### config.mk
export PLATFORM = sky130hd
export DESIGN_NAME = flit_inject_flat
export DESIGN_NICKNAME = d
export VERILOG_FILES = /design/src/rtl/flit_inject_if.sv /design/src/rtl/flit_inject.sv /design/src/flat_wrapper.sv
export SDC_FILE = /design/constraint.sdc
export NUM_CORES = 1
export LEC_CHECK = 0
export ABC_AREA = 1
export ABC_CLOCK_PERIOD_IN_PS = 5050
export BUFFER_PORTS_ARGS = -buffer_cell sky130_fd_sc_hd__buf_2
export CAP_MARGIN = 20
export CORE_MARGIN = 1.5
export CORE_UTILIZATION = 25
export CTS_CLUSTER_SIZE = 14
export DETAILED_ROUTE_END_ITERATION = 12
export GPL_TIMING_DRIVEN = 0
export PLACE_DENSITY_LB_ADDON = 0.1
export SLEW_MARGIN = 5
export SYNTH_ARGS = -nofsm -noshare
export SYNTH_HDL_FRONTEND = slang
export SYNTH_SLANG_ARGS = --single-unit
export TNS_END_PERCENT = 10
### constraint.sdc
create_clock -name clk -period 5.05 [get_ports clk]
set_clock_uncertainty 0.2 [all_clocks]
set_input_delay 0.505 -clock clk [delete_from_list [all_inputs] [get_ports clk]]
set_output_delay 0.505 -clock clk [all_outputs]
set_load 0.1 [all_outputs]
### src/rtl/flit_inject_if.sv
// flit_inject_if
// Groups the lane and local-source signals of the flit injection stage.
//   net_in_vld / net_in_flit   : incoming network slot on this lane
//   src_vld / src_rdy          : local core valid/ready handshake
//   src_dest / src_data        : local flit destination code and payload
//   net_out_vld / net_out_flit : registered lane output
//   bubble_req                 : asks upstream to leave the next slot empty
//   inj_count                  : saturating count of injected flits
// Modport master drives the inputs of the stage (router/core side),
// modport slave is the injection stage itself.
interface flit_inject_if;
   logic       net_in_vld;
   logic [9:0] net_in_flit;
   logic       src_vld;
   logic       src_rdy;
   logic [2:0] src_dest;
   logic [5:0] src_data;
   logic       net_out_vld;
   logic [9:0] net_out_flit;
   logic       bubble_req;
   logic [7:0] inj_count;

   modport master (
      output net_in_vld, net_in_flit, src_vld, src_dest, src_data,
      input  src_rdy, net_out_vld, net_out_flit, bubble_req, inj_count
   );

   modport slave (
      input  net_in_vld, net_in_flit, src_vld, src_dest, src_data,
      output src_rdy, net_out_vld, net_out_flit, bubble_req, inj_count
   );
endinterface

### src/rtl/flit_inject.sv
// flit_inject
// Local-injection stage of a Chipper router output lane. Local flits are
// queued in a small FIFO and placed into empty network slots; network
// traffic always wins. A starvation monitor raises bubble_req when the
// queue head has been blocked for STARVE_LIMIT consecutive cycles.
// Ports:
//   clk  : rising-edge clock
//   rst  : asynchronous active-high reset
//   bus  : flit_inject_if.slave (lane in/out, local source handshake,
//          bubble_req, inj_count)
// Parameters: DEPTH (power of two, 2..16), STARVE_LIMIT (>= 2),
//             CW (starvation counter width, must hold STARVE_LIMIT).
// Optional feature: define FLIT_INJECT_GOLDEN_EN to mark flits injected
// while starving as golden (bit 9 set) so downstream sorters favour them.
module flit_inject #(
   parameter int DEPTH        = 4,
   parameter int STARVE_LIMIT = 8,
   parameter int CW           = 4
) (
   input logic         clk,
   input logic         rst,
   flit_inject_if.slave bus
);

   localparam int AW = $clog2(DEPTH);

   typedef enum logic [1:0] {
      IDLE   = 2'd0,
      WAIT   = 2'd1,
      STARVE = 2'd2
   } state_t;

   logic [8:0]    mem [DEPTH];
   logic [AW:0]   wr_ptr;
   logic [AW:0]   rd_ptr;
   logic          empty;
   logic          full;
   logic          push;
   logic          pop;
   logic          blocked;
   logic [8:0]    head;
   logic          golden;
   state_t        state_q;
   state_t        state_d;
   logic [CW-1:0] cnt_q;
   logic [CW-1:0] cnt_d;

   // The extra pointer bit tells a full FIFO (same slot, different lap)
   // from an empty one (same slot, same lap).
   assign empty   = (wr_ptr == rd_ptr);
   assign full    = (wr_ptr[AW] != rd_ptr[AW]) &&
                    (wr_ptr[AW-1:0] == rd_ptr[AW-1:0]);
   assign push    = bus.src_vld && !full;
   assign pop     = !bus.net_in_vld && !empty;
   assign blocked = bus.net_in_vld && !empty;
   assign head    = mem[rd_ptr[AW-1:0]];

   assign bus.src_rdy = !full;

`ifdef FLIT_INJECT_GOLDEN_EN
   assign golden = (state_q == STARVE);
`else
   assign golden = 1'b0;
`endif

   // Storage array. Contents need no reset because the pointers alone
   // decide which entries are valid.
   always_ff @(posedge clk) begin
      if (push) begin
         mem[wr_ptr[AW-1:0]] <= {1'b0, bus.src_dest, bus.src_data};
      end
   end

   // FIFO pointers; both wrap naturally modulo 2*DEPTH.
   always_ff @(posedge clk or posedge rst) begin
      if (rst) begin
         wr_ptr <= '0;
         rd_ptr <= '0;
      end else begin
         if (push) begin
            wr_ptr <= wr_ptr + (AW+1)'(1);
         end
         if (pop) begin
            rd_ptr <= rd_ptr + (AW+1)'(1);
         end
      end
   end

   // Output slot: a network flit passes through untouched, otherwise the
   // queue head fills the empty slot. With nothing to send the flit
   // register keeps its last value and only the valid drops.
   always_ff @(posedge clk or posedge rst) begin
      if (rst) begin
         bus.net_out_vld  <= 1'b0;
         bus.net_out_flit <= '0;
         bus.inj_count    <= '0;
      end else begin
         if (bus.net_in_vld) begin
            bus.net_out_vld  <= 1'b1;
            bus.net_out_flit <= bus.net_in_flit;
         end else if (!empty) begin
            bus.net_out_vld  <= 1'b1;
            bus.net_out_flit <= {golden, head[8:0]};
         end else begin
            bus.net_out_vld  <= 1'b0;
         end
         if (pop && (bus.inj_count != 8'hFF)) begin
            bus.inj_count <= bus.inj_count + 8'd1;
         end
      end
   end

   // Starvation state register. bubble_req is registered from the next
   // state so it is high exactly for the cycles spent in STARVE.
   always_ff @(posedge clk or posedge rst) begin
      if (rst) begin
         state_q        <= IDLE;
         cnt_q          <= '0;
         bus.bubble_req <= 1'b0;
      end else begin
         state_q        <= state_d;
         cnt_q          <= cnt_d;
         bus.bubble_req <= (state_d == STARVE);
      end
   end

   // Next-state logic. The first blocked cycle already counts, so the
   // move to STARVE happens on the STARVE_LIMIT-th consecutive blocked
   // cycle. Once starving the counter is frozen until the head leaves.
   always_comb begin
      state_d = state_q;
      cnt_d   = cnt_q;
      case (state_q)
         IDLE: begin
            if (blocked) begin
               state_d = WAIT;
               cnt_d   = CW'(1);
            end else begin
               cnt_d   = '0;
            end
         end
         WAIT: begin
            if (blocked) begin
               if (cnt_q == CW'(STARVE_LIMIT - 1)) begin
                  state_d = STARVE;
               end else begin
                  cnt_d = cnt_q + CW'(1);
               end
            end else begin
               state_d = IDLE;
               cnt_d   = '0;
            end
         end
         STARVE: begin
            if (!blocked) begin
               state_d = IDLE;
               cnt_d   = '0;
            end
         end
         default: begin
            state_d = IDLE;
            cnt_d   = '0;
         end
      endcase
   end

endmodule

### src/flat_wrapper.sv
// flat-port wrapper written by rule: the top's interface ports become plain ports
module flit_inject_flat 
#(
   parameter int DEPTH        = 4,
   parameter int STARVE_LIMIT = 8,
   parameter int CW           = 4
)
  (clk, rst, bus_net_in_vld, bus_net_in_flit, bus_src_vld, bus_src_dest, bus_src_data, bus_src_rdy, bus_net_out_vld, bus_net_out_flit, bus_bubble_req, bus_inj_count);
  flit_inject_if bus_i ();
  input logic clk;
  input logic rst;
  input wire logic [$bits(bus_i.net_in_vld)-1:0] bus_net_in_vld;
  input wire logic [$bits(bus_i.net_in_flit)-1:0] bus_net_in_flit;
  input wire logic [$bits(bus_i.src_vld)-1:0] bus_src_vld;
  input wire logic [$bits(bus_i.src_dest)-1:0] bus_src_dest;
  input wire logic [$bits(bus_i.src_data)-1:0] bus_src_data;
  output wire logic [$bits(bus_i.src_rdy)-1:0] bus_src_rdy;
  output wire logic [$bits(bus_i.net_out_vld)-1:0] bus_net_out_vld;
  output wire logic [$bits(bus_i.net_out_flit)-1:0] bus_net_out_flit;
  output wire logic [$bits(bus_i.bubble_req)-1:0] bus_bubble_req;
  output wire logic [$bits(bus_i.inj_count)-1:0] bus_inj_count;
  assign bus_i.net_in_vld = bus_net_in_vld;
  assign bus_i.net_in_flit = bus_net_in_flit;
  assign bus_i.src_vld = bus_src_vld;
  assign bus_i.src_dest = bus_src_dest;
  assign bus_i.src_data = bus_src_data;
  assign bus_src_rdy = bus_i.src_rdy;
  assign bus_net_out_vld = bus_i.net_out_vld;
  assign bus_net_out_flit = bus_i.net_out_flit;
  assign bus_bubble_req = bus_i.bubble_req;
  assign bus_inj_count = bus_i.inj_count;
  flit_inject #(.DEPTH(DEPTH), .STARVE_LIMIT(STARVE_LIMIT), .CW(CW)) u_core (.clk(clk), .rst(rst), .bus(bus_i));
endmodule
==> results.md, run 1 <==
- Top cell type's share of synthesized area: 33.5%
- Mapped cell area: 3230 um^2
- Row Count: 41
- Worst setup path class: register to register
- Synth-to-layout area growth: 21.5%
- Main combinational cell family by area after synthesis: simple AND/OR/NAND/NOR gates
- Leading area contributor after synthesis: edfxtp_1
- Root Driver: clkbuf_16
- Maximum vdd drop: 174 uV
- Post-Syn Area per Cell: 9.73 um^2
- Yosys warns: 0
- Total Power: 2600 uW
- Fraction of synthesized cell area in xor and xnor cells: 2.17%
- Cell Area, Placed: 3650 um^2
- Placed cells: 546
- WP data required: 4810 ps
- Final setup viols: 0
- Status: finished clean
- Class of the worst hold path: primary input to async pin
- H-tree depth: 3
- Max_slew headroom: 34.4%
- Synth Area in Adders: 2.71%
- Latest clock arrival within the worst-skew pair: 340 ps
- Crit share post-route: 48.0%
- # hold bufs at CTS: 0
- Pleak: 0.00177 uW
- Share of layout cells above drive strength 1: 24.6%
- Mapped Nets: 362
- Area of the core: 12600 um^2
- Final hold vios: 0
- Max-cap violations: 0
- Via count: 2342
- Sequential share of power: 32.2%
- Die Width: 117 um
- Max stage delay on crit path: 790 ps
- Post-synthesis compound-gate area fraction: 3.18%
- Remaining DRCs: 0
- Final wirelength: 7800 um
- CP Launch Type: register
- Clock Power Share: 22.2%
- Gpl congestion: 0.732
- Slew at the pin closest to its max-slew limit: 981 ps
- Post-synth top cells: nand2_1 (113), edfxtp_1 (36), dfrtp_1 (32), nand3_1 (32), inv_1 (25)
- Full die area: 13600 um^2
- Post-route cell area: 3920 um^2
- RSZ-0062 raised after global routing: no
- Sw Ratio: 48.5%
- Number of global-route vias before repair: 2179
- Pwr per Cell Area: 663 nW/um^2
- Hpwl dp: 5270 um
- Commonest register cell after synthesis: edfxtp_1
- Final Non-Filler Cells: 562
- Synth async-reset ratio: 47.1%
- Clk slew on worst S/H paths: 60 ps
- Mux cell area share after synthesis: 0%
- # fillers: 1359
- Antenna-violating nets left: 0
- Simple-Gate Fraction of Synth Area: 27.9%
- Initial antenna violation count: 0
- Slowest-stage cell, CP: nor2_1
- Initial Utilization: 25.6%
- Post-Syn Instances: 332
- Top Ports: 44
- PostCTS Resize Cnt: 0
- Critical-path cell list: inv_1, nand2_1, nand2_4, nand4_4, nand2_1, nor2_1
- Place WS: 2580 ps
- Vias per cell: 4.17
- Psw: 1260 uW
- Crit path buffers/inverters: 1
- Initial DRC Count: 131
- Setup bufs post-CTS: 0
- EDFF count, synth: 36
- Gr ovfl total: 0
- CTS Buf Count: 9
- Sequential area share after synthesis: 58.3%
- ANT cells: 0
- Post-route minimum period: 2420 ps
- Most common cell in the netlist: nand2_1
- Final setup margin: 2630 ps
- CTS sink cnt: 68
- Avg WL per Cell: 13.9 um
- Max FO, Critical Path: 9
- Internal: 1340 uW
- Clock Path Buffers: 2
- Max Slew Vio Count: 0
- FF+latch count, synth: 68
- Area taken by multi-input logic gates: 1160 um^2
- DRT Pass-1 Iters: 4
- Yosys cell types: 28
- CTS tree: built
- Die H: 117 um
- Total GRT Usage: 12.7%
- Fmax: 413 MHz
- Logic pwr share: 45.7%
- Crit end category: register
- CP arrival: 2180 ps
- Nets@finish: 415
- Most frequent CP cell: nand2_1
- Largest net degree at the start of global routing: 33
- FF/Latch Area: 1880 um^2
- Setup TNS: 0 ps
- Cell family with most CP delay: simple AND/OR/NAND/NOR gates
- Ranking of synthesized cells by area: edfxtp_1 (33%), dfrtp_1 (25%), nand2_1 (13%)
- First-pass GRT wire length: 12300 um
- Port bufs: 42
==> per-stage QoR <==
stage	hold slack (ps)	util [%]
2_1_floorplan	302	-
3_3_place_gp	250	29.0
3_5_place_dp	260	29.0
4_1_cts	120	31.1
5_1_grt	164	31.1
6_report	93.7	31.1
==> worst paths after layout <==
path | start | end | slack, ps | cells past startpoint
min in group clk | bus_net_in_flit[9] | u_core.bus.net_out_flit[9] | 180 | 3
setup / recovery | u_core.wr_ptr[0] | u_core.mem[0][5] | 2630 | 6
setup reg to reg | u_core.wr_ptr[0] | u_core.mem[0][5] | 2630 | 6
max in group asynchronous | rst | u_core.bus.inj_count[7] | 4090 | 2
hold / removal | rst | u_core.bus.inj_count[0] | 90 | 2
hold reg to reg | u_core.bus.net_out_flit[9] | u_core.bus.net_out_flit[9] | 270 | 2
==> area by class of cell <==
cell class	instances	area share, %
flip-flops and latches	68	48.0
clock inverters	6	1.02
well taps	172	5.48
plain buffers	10	1.95
repair buffers	42	5.36
clock buffers	10	5.84
multi-input cells	226	29.6
inverters	28	2.81
==> power by group through the flow <==
stage	registers (uW)	logic, uW	clock network [uW]
after CTS	839	1200	596
after detailed placement	848	1200	0
after global placement	846	1190	0
final	836	1190	577
after floorplan	1240	537	0
after global routing	855	1290	617
==> cells in the final DEF (no fill, tap or decap) <==
cell	count
or2_2	4
nor2_4	1
nand3_4	2
nor2_1	23
a21oi_1	3
nand2_1	113
o21ai_2	6
nor3_1	1
o21ai_0	7
inv_1	24
xnor2_1	3
ha_1	7
dfrtp_1	32
nand3b_1	1
buf_4	2
nand4_1	5
nand2_4	1
clkinv_2	1
inv_2	3
inv_6	2
buf_12	1
nand3_1	32
nand3b_4	1
clkbuf_16	9
buf_6	1
xor2_1	5
buf_2	48
clkinv_1	1
clkinvlp_4	3
nand4_4	1
edfxtp_1	36
nand2_2	10
clkbuf_1	1
==> sequential cells by signal (all words and copies together), names as in the netlist <==
signal and count:
u_core.bus.bubble_req 1, u_core.bus.inj_count 8, u_core.bus.net_out_flit 10, u_core.bus.net_out_vld 1
u_core.cnt_q 4, u_core.mem 36, u_core.rd_ptr 3, u_core.state_q 2
u_core.wr_ptr 3
==> metal layers <==
layer	track usage, %	up-vias	routed length, um
met2	19.7	53	3590
met3	3.89	8	358
met1	16.7	1096	3740
li1	-	1185	-
met5	0	-	0
met4	4.58	0	112
==> logic make-up after synthesis <==
kind of cell | after synthesis
and+or+nand+nor | 195
DFF | 68
buffers and inverters | 38
AOI/OAI and AO/OA | 16
xor gates and xnor gates | 8
adders and majority gates | 7
Power figures use the tool's default switching activity.
==> run 2, diff against run 1 <==
ABC_CLOCK_PERIOD_IN_PS = 2200   (was 5050)
clock period = 2.2 ns   (was 5.05 ns; I/O delays follow)
==> run 2 against run 1 <==
Net effect:
- core utilization increased by 1.5 points
- sequential share of layout area fell by 2.2 points
- highest routed layer unchanged
- flip-flop and latch count unchanged
- largest cell class unchanged
- non-clock buffer count is 18 higher
- critical path depth did not move
- sequential power increased by 130%
- worst setup slack lost 2600 ps
- via count rose by 1.8%
- critical endpoint is now u_core.mem[0][4]
==> results.md, run 2 (synthesis gave the netlist of run 1 again) <==
- Status: finished clean
- Logic pwr share: 45.8% (about the same)
- Root Driver: clkbuf_16
- Number of global-route vias before repair: 2134 (-2.1%)
- Via count: 2385 (+1.8%)
- Total GRT Usage: 12.4% (-0.22 points)
- Class of the worst hold path: primary input to register
- Post-route minimum period: 2180 ps (-245 ps)
- Place WS: -284 ps (-2860 ps)
- Clk slew on worst S/H paths: 60 ps (about the same)
- Initial antenna violation count: 0 (unchanged)
- Final setup viols: 0 (unchanged)
- Pleak: 0.00185 uW (+4.1%)
- Row Count: 41 (unchanged)
- CP Launch Type: register
- H-tree depth: 3 (unchanged)
- Reg2reg path depth: 6 (unchanged)
- Crit share post-route: 99.0% (+51 points)
- Max Slew Vio Count: 0 (unchanged)
- Latest clock arrival within the worst-skew pair: 340 ps (about the same)
- Internal: 3090 uW (+130%)
- Avg WL per Cell: 13.4 um (-3.2%)
- Most frequent cells in the layout: nand2_1 (113), buf_2 (48), edfxtp_1 (36), nand3_1 (32), dfrtp_1 (30)
- Synth-to-layout area growth: 27.5%
- Initial DRC Count: 89 (-32%)
- Final setup margin: 22.2 ps (-2610 ps)
- Max FO, Critical Path: 10 (+1)
- Share of layout cells above drive strength 1: 25.0% (+0.38 points)
- Max reg flops: 36 (unchanged)
- Crit end category: register
- Total Power: 5970 uW (+130%)
- First-pass GRT wire length: 12100 um (-1.4%)
- CTS sink cnt: 68 (unchanged)
- Gpl congestion: 0.735 (+0.41%)
- Clock Power Share: 22.2% (about the same)
- WP data required: 1970 ps (-2840 ps)
- Sw Ratio: 48.3% (-0.27 points)
- Top Ports: 44 (unchanged)
- # fillers: 1335 (-1.8%)
- Die H: 117 um (unchanged)
- Largest net degree at the start of global routing: 33 (unchanged)
- Hpwl dp: 5240 um (-0.57%)
- Port bufs: 42 (unchanged)
- Most common cell after layout, fill and taps aside: nand2_1
- Initial Utilization: 25.6% (unchanged)
- Max-cap violations: 0 (unchanged)
- Final hold vios: 0 (unchanged)
- Slew at the pin closest to its max-slew limit: 728 ps (-253 ps)
- CTS tree: built
- Gr ovfl total: 0 (unchanged)
- Clock Path Buffers: 2 (unchanged)
- Hold Crit Depth: 5
- Final Non-Filler Cells: 580 (+3.2%)
- Full die area: 13600 um^2 (unchanged)
- ANT cells: 0 (unchanged)
- Worst hold margin: 21.8 ps (-71.9 ps)
- Worst setup path class: register to register
- Remaining DRCs: 0 (unchanged)
- CP arrival: 1950 ps (-230 ps)
- DRT Pass-1 Iters: 4 (unchanged)
- Placed cells: 546 (unchanged)
- Antenna-violating nets left: 0 (unchanged)
- Maximum vdd drop: 437 uV (+150%)
- Final wirelength: 7790 um (about the same)
- Nets@finish: 433 (+4.3%)
- CTS Buf Count: 9 (unchanged)
- Psw: 2880 uW (+130%)
- Max_slew headroom: 51.4% (+17 points)
- Vias per cell: 4.11 (-1.3%)
- Core Util, Final: 32.6% (+1.5 points)
- Fmax: 459 MHz (+11%)
- Die Width: 117 um (unchanged)
- Sequential share of power: 32.1% (about the same)
- RSZ-0062 raised after global routing: yes
- Area of the core: 12600 um^2 (unchanged)
- Pwr per Cell Area: 1450 nW/um^2 (+120%)
[run 2: cell count changes in the layout (fill, tap and decap cells not counted), sizes merged]
cell,delta
dlygate4sd3,+18
clkinv,+2
clkbuf,-1
inv,-1
[run 2: layout make-up]
class	instances	area (um^2)	share of cell area (%)
Sequential cell	68	1880	45.8
Multi-Input combinational cell	226	1170	28.4
Timing Repair Buffer	60	390	9.48
Clock buffer	9	225	5.47
Tap cell	172	215	5.23
Inverter	28	110	2.67
Buffer	10	76.3	1.85
Clock inverter	7	43.8	1.06
[run 2: stage by stage]
step | area (um^2) | setup TNS [ps]
2_1_floorplan | 3230 | -1510
3_3_place_gp | 3660 | -8940
3_5_place_dp | 3660 | -9340
4_1_cts | 4120 | -894
5_1_grt | 4120 | -5460
6_report | 4120 | 0
[run 2: repair_timing]
item	CTS	global route
resized for setup	4	0
buffers inserted	0	0
hold buffers	18	0
endpoints found under the setup margin	36	36
cloned	0	0
hold endpoints to repair	78	0
[run 2: power by group through the flow]
stage               sequential [uW]  combinational [uW]  clock (uW)
floorplan                      2850                1230           0
global placement               1950                2740           0
detailed placement             1940                2750           0
CTS                            1920                2790        1380
global route                   1970                2980        1410
finish                         1920                2740        1320
[run 2: worst paths after layout]
path | startpoint | end | slack, ps
setup / recovery | u_core.rd_ptr[0] | u_core.mem[0][4] | 20
hold / removal | bus_net_in_flit[3] | u_core.bus.net_out_flit[3] | 20
setup reg to reg | u_core.rd_ptr[0] | u_core.mem[0][4] | 20
hold reg to reg | u_core.bus.net_out_flit[6] | u_core.bus.net_out_flit[6] | 270
max in group asynchronous | rst | u_core.bus.inj_count[0] | 940
min in group asynchronous | rst | u_core.bus.inj_count[4] | 350
[run 2: worst max-delay path, cell delays in order, from the launching register on]
cell,delay (ps)
dfrtp_1,400
buf_4,190
nand2_2,90
nand2_4,80
nand4_4,120
nand2_1,200
nor2_2,530
[run 2: metal layers]
layer  global-route usage (%)  part of all wire, %  up-vias
li1                         -                    -     1222
met1                     16.1                   48     1102
met2                     19.5                   45       48
met3                     3.01                  4.0       13
met4                     6.27                  2.1        0
met5                        0                    0        -
